<file path="config.mk">
export PLATFORM = sky130hd
export DESIGN_NAME = wb_port_arbiter
export DESIGN_NICKNAME = d
export VERILOG_FILES = /design/src/rtl/wb_port_arbiter.sv
export SDC_FILE = /design/constraint.sdc
export NUM_CORES = 1
export LEC_CHECK = 0
export ABC_AREA = 0
export ABC_CLOCK_PERIOD_IN_PS = 4900
export CAP_MARGIN = 10
export CELL_PAD_IN_SITES_DETAIL_PLACEMENT = 0
export CELL_PAD_IN_SITES_GLOBAL_PLACEMENT = 1
export CORE_MARGIN = 2
export CORE_UTILIZATION = 30
export DETAILED_ROUTE_END_ITERATION = 8
export PLACE_DENSITY_LB_ADDON = 0.1
export SETUP_SLACK_MARGIN = 0.1
export SLEW_MARGIN = 20
export SYNTH_ARGS = -nofsm -noshare
export SYNTH_HDL_FRONTEND = slang
export SYNTH_SLANG_ARGS = --single-unit
export TNS_END_PERCENT = 5
</file>
<file path="constraint.sdc">
create_clock -name clk -period 4.9 [get_ports clk]
set_clock_uncertainty 0.05 [all_clocks]
set_input_delay 0.98 -clock clk [delete_from_list [all_inputs] [get_ports clk]]
set_output_delay 0.98 -clock clk [all_outputs]
set_load 0.05 [all_outputs]
</file>
<file path="src/rtl/wb_port_arbiter.sv">
// Write-back port arbiter: shares one register-file write port between the pipeline
// and a FIFO of long-latency results, with starvation forcing and hazard detection.
package wb_port_arbiter_pkg;
    typedef logic [31:0] word;
    typedef enum logic [1:0] {
        REG_NOP        = 2'd0,
        WRITE_REG_DATA = 2'd1,
        READ_REG_DATA  = 2'd2
    } reg_file_op_t;
endpackage

module wb_port_arbiter
    import wb_port_arbiter_pkg::*;
#(
    parameter int FIFO_DEPTH   = 4,
    parameter int STARVE_LIMIT = 8
) (
    input  logic                          clk,
    input  logic                          rst,
    input  reg_file_op_t                  pipe_reg_op,
    input  logic [4:0]                    pipe_rd,
    input  word                           pipe_data,
    output logic                          pipe_stall,
    input  logic                          lu_valid,
    input  logic [4:0]                    lu_rd,
    input  word                           lu_data,
    output logic                          lu_ready,
    input  logic [4:0]                    rs1_addr,
    input  logic [4:0]                    rs2_addr,
    output logic                          hazard,
    output logic                          rf_we,
    output logic [4:0]                    rf_rd,
    output word                           rf_data,
    output logic [$clog2(FIFO_DEPTH):0]   fifo_count
);
    localparam int PTR_W = $clog2(FIFO_DEPTH);
    localparam int CNT_W = PTR_W + 1;
    localparam int STV_W = $clog2(STARVE_LIMIT + 1);

    logic [4:0]       buf_rd   [FIFO_DEPTH];
    word              buf_data [FIFO_DEPTH];
    logic [PTR_W-1:0] wr_ptr, rd_ptr;
    logic [CNT_W-1:0] count;
    logic [STV_W-1:0] starve;

    logic pipe_grant, pop, push;

    assign fifo_count = count;
    assign lu_ready   = !rst && (count < CNT_W'(FIFO_DEPTH));
    assign pipe_stall = !rst && (starve == STV_W'(STARVE_LIMIT));

    assign pipe_grant = !rst && (pipe_reg_op == WRITE_REG_DATA) && (pipe_rd != 5'd0) && !pipe_stall;
    assign pop        = !rst && !pipe_grant && (count != '0);
    // A zero-destination result is acknowledged but never occupies a slot.
    assign push       = lu_valid && lu_ready && (lu_rd != 5'd0);

    always_comb begin
        rf_we   = 1'b0;
        rf_rd   = 5'd0;
        rf_data = '0;
        if (pipe_grant) begin
            rf_we   = 1'b1;
            rf_rd   = pipe_rd;
            rf_data = pipe_data;
        end else if (pop) begin
            rf_we   = 1'b1;
            rf_rd   = buf_rd[rd_ptr];
            rf_data = buf_data[rd_ptr];
        end
    end

    // Slot i is live when its distance from the head is below the occupancy.
    always_comb begin
        logic [PTR_W-1:0] off;
        hazard = 1'b0;
        off    = '0;
        for (int i = 0; i < FIFO_DEPTH; i++) begin
            off = PTR_W'(i) - rd_ptr;
            if (!rst && ({1'b0, off} < count) &&
                ((rs1_addr != 5'd0 && buf_rd[i] == rs1_addr) ||
                 (rs2_addr != 5'd0 && buf_rd[i] == rs2_addr)))
                hazard = 1'b1;
        end
    end

    // NOTE: buffer storage has no reset; occupancy tracking alone decides which slots are live.
    always_ff @(posedge clk) begin
        if (push) begin
            buf_rd[wr_ptr]   <= lu_rd;
            buf_data[wr_ptr] <= lu_data;
        end
    end

    // NOTE: all sequential state uses non-blocking assignments so every update sees pre-edge values.
    always_ff @(posedge clk) begin
        if (rst) begin
            wr_ptr <= '0;
            rd_ptr <= '0;
            count  <= '0;
            starve <= '0;
        end else begin
            if (push) wr_ptr <= wr_ptr + 1'b1;
            if (pop)  rd_ptr <= rd_ptr + 1'b1;
            case ({push, pop})
                2'b10:   count <= count + 1'b1;
                2'b01:   count <= count - 1'b1;
                default: count <= count;
            endcase
            if (pop || count == '0)
                starve <= '0;
            else if (starve != STV_W'(STARVE_LIMIT))
                starve <= starve + 1'b1;
        end
    end
endmodule

</file>
==> run metrics <==
area grow syn2layout=36.54%; CP Class=primary input to output pin; Peak Freq=230.9 MHz; worst flop-to-flop path endpoint=fifo_count[2]; Synth area leaders=edfxtp_1 62%, mux4_2 12%, nand2_1 3.7%; post-synth cell types=32; Post-synth EDFFs=approximately 150; Ports=~130; Synth area leader=edfxtp_1; Clock transition at path regs=0.06 ns; count of state elements after synthesis=around 160; top cells by count, synth=148 x edfxtp_1, 71 x nand2_1, 37 x mux4_2; # setup viols final=0; global-route wire length before repair=26970 um; WL per Instance=around 18 um; RSZ-0062 raised after global routing=no; die width=159.0 um; prevailing post-synth register cell=edfxtp_1; Pre-antenna DRT Iters=4; Via density=~4.6; residual DRC count=0; PostCTS Resize Cnt=0; gpl congestion=0.8184; Synth Area in XOR/XNOR=0.05952; Core Util, Final=0.4182; Mapped Avg Cell Area=about 15 sq um; complex-gate fraction of the synthesized area=0.04060; fin crit period=4.330 ns; CP endpoint=rf_data[22]; largest net degree at the start of global routing=45; Initial Util=0.3063; clk sink count=161; worst slew pin tran=0.9225 ns; Critical Path Start=rst; peak supply drop=215.8 uV; critical path depth=8; CTS Buf Count=17; Buf+Inv Stages, Crit Path=3; R2R Path Start=fifo_count[2]; MaxCap Viol Count=0; hold_sp=starve[3]; Synth Area in Simple Gates=0.08260; Top delay family on crit path=simple AND/OR/NAND/NOR gates; count leader, synth=edfxtp_1; crit-path max cell delay=0.77 ns; Netlist Area Pre-Place=0.007211 sq mm; CP max stage cell=nor2_4; Final Cycle Share=0.8838; post-detail-place hpwl=approximately 11000 um; Root Driver=clkbuf_16; die area=0.02529 sq mm; Syn Inst Count=485; Clock Latency Late Sink=0.41 ns; critical-path maximum fanout=44; fraction of layout cells with a size suffix above 1=0.2089; syn_nets=approximately 600; postcts setup bufs=0; P_leak=about 3.2 nW; Async SR Flop Fraction=0; Worst Reg-to-Reg Cells=9; Ys Warns=0; Slew Limit Fails=0; H-tree depth=4; vias in the first global route=4716; Fill cells=~2200; Vias=4311; Hold-fix buffers, CTS=0; # rows=56; CP Cell Sequence=clkdlybuf4s50_1, nor2_1, nand3_1, nor2_4, buf_4, nand2_1, o21ai_0, buf_12; Post-Synth Adder-Cell Area=0.02186; Critical Path RT=3.87 ns; initial antenna violation count=1; crit end category=output pin; final-report hold violation count=0; Port Buffers=~130; CP Data Arrival Time=3.30 ns; die height=approximately 160 um; total global routing overflow=0; sequential share of the synthesized area=0.6524; 1st-iter DRT viols=between 200 and 300; Hold Crit Class=register to register; Layout Nets=715; Final ANT Viol Nets=0; register cell area after layout=roughly 0.0047 sq mm; detailed-route wire length=between 15000 and 20000 um; Worst R2R Setup Slack=2.11 ns; CP Launch Type=primary input; CTS tree=yes; Tot GR Track Use=0.1401; outcome=completed; Final TNS setup=0 ns; worst rel slew slack=0.3835; pwr dens=449.9 mW/mm^2; Final Power=about 4.4 mW; mux contribution to synthesized area=0.1170; area of the multi-input gates=around 0.0023 sq mm; largest family of logic cells by synthesized area=multiplexers; core area=0.02354 sq mm; deepest clock path buffer count=2; post-synth top area share=0.6163
-- logic make-up (layout without fill, tap and decap cells) --
kind of cell / after synthesis / in the layout
xor+xnor: 49 / 49
other cells: 0 / 1
fa+ha+maj: 12 / 12
flops: 161 / 161
simple gates: 130 / 130
buf+inv: 42 / 184
mux: 38 / 38
compound gates: 53 / 53
-- worst register-to-register path: cells and delay by family (launching register included) --
| kind | cells | cell delay [ns] |
|---|---|---|
| and+or+nand+nor | 3 | 0.91 |
| adders and majority gates | 2 | 0.59 |
| DFF | 1 | 0.50 |
| AOI/OAI and AO/OA | 2 | 0.46 |
| xor gates and xnor gates | 1 | 0.15 |
| buffers and inverters | 1 | 0.06 |
-- worst min-delay path by stage --
stage | end | cells past startpoint
floorplan | starve[3] | 2
global placement | starve[3] | 2
detailed placement | starve[2] | 2
CTS | starve[2] | 2
global route | starve[2] | 2
finish | starve[3] | 2
-- cell usage in the layout, fill, tap and decap left out, types with 17 or more instances in the layout --
cell               n
nor2_1            23
buf_12            35
xor2_1            19
clkbuf_16         17
edfxtp_1         148
nand2_1           71
clkdlybuf4s50_1   94
xnor2_1           30
mux4_2            37
o21ai_0           35
-- registers in the layout, summed over array words and instances, names as in the netlist, named ones only --
signal and flops:
starve 4, buf_data 128, wr_ptr 2, rd_ptr 2
fifo_count 3, buf_rd 20
-- through the flow --
step                      hold slack (ns)  cells  area [sq um]  setup WS [ns]
after floorplan                    0.4295    485          7211         0.8101
after global placement             0.4478    914          9221         0.5752
after detailed placement           0.4909    914          9221         0.5044
after CTS                          0.5093    946          9843         0.5048
after global routing               0.5392    946          9843         0.3038
final                              0.4945    947          9846         0.5696
-- layout make-up --
type / count / share of cell area
sequential: 161 / 0.4781
multi-input combinational: 282 / 0.2375
timing repair buffer: 142 / 0.1766
clock buffer: 18 / 0.04359
tap: 319 / 0.04054
clock inverter: 14 / 0.01957
inverter: 10 / 0.003812
antenna: 1 / 0.0002542
-- where the power goes --
part           leakage (nW)  internal (mW)  total [mW]  switching (mW)
registers              1.45           1.57        1.65          0.0807
logic                  1.42          0.643        1.40           0.752
clock network         0.299          0.820        1.39           0.568
total                  3.16           3.03        4.43            1.40
-- routing by layer --
metal / track usage / vias to the layer above / routed length (um)
met5: 0 / - / 0
met3: 0.03985 / 8 / 819
met4: 0.03471 / 0 / 156
met2: 0.2393 / 102 / 8409
met1: 0.1759 / 2139 / 7628
li1: - / 2062 / -
Note: power is estimated with default switching activity, not from simulation.
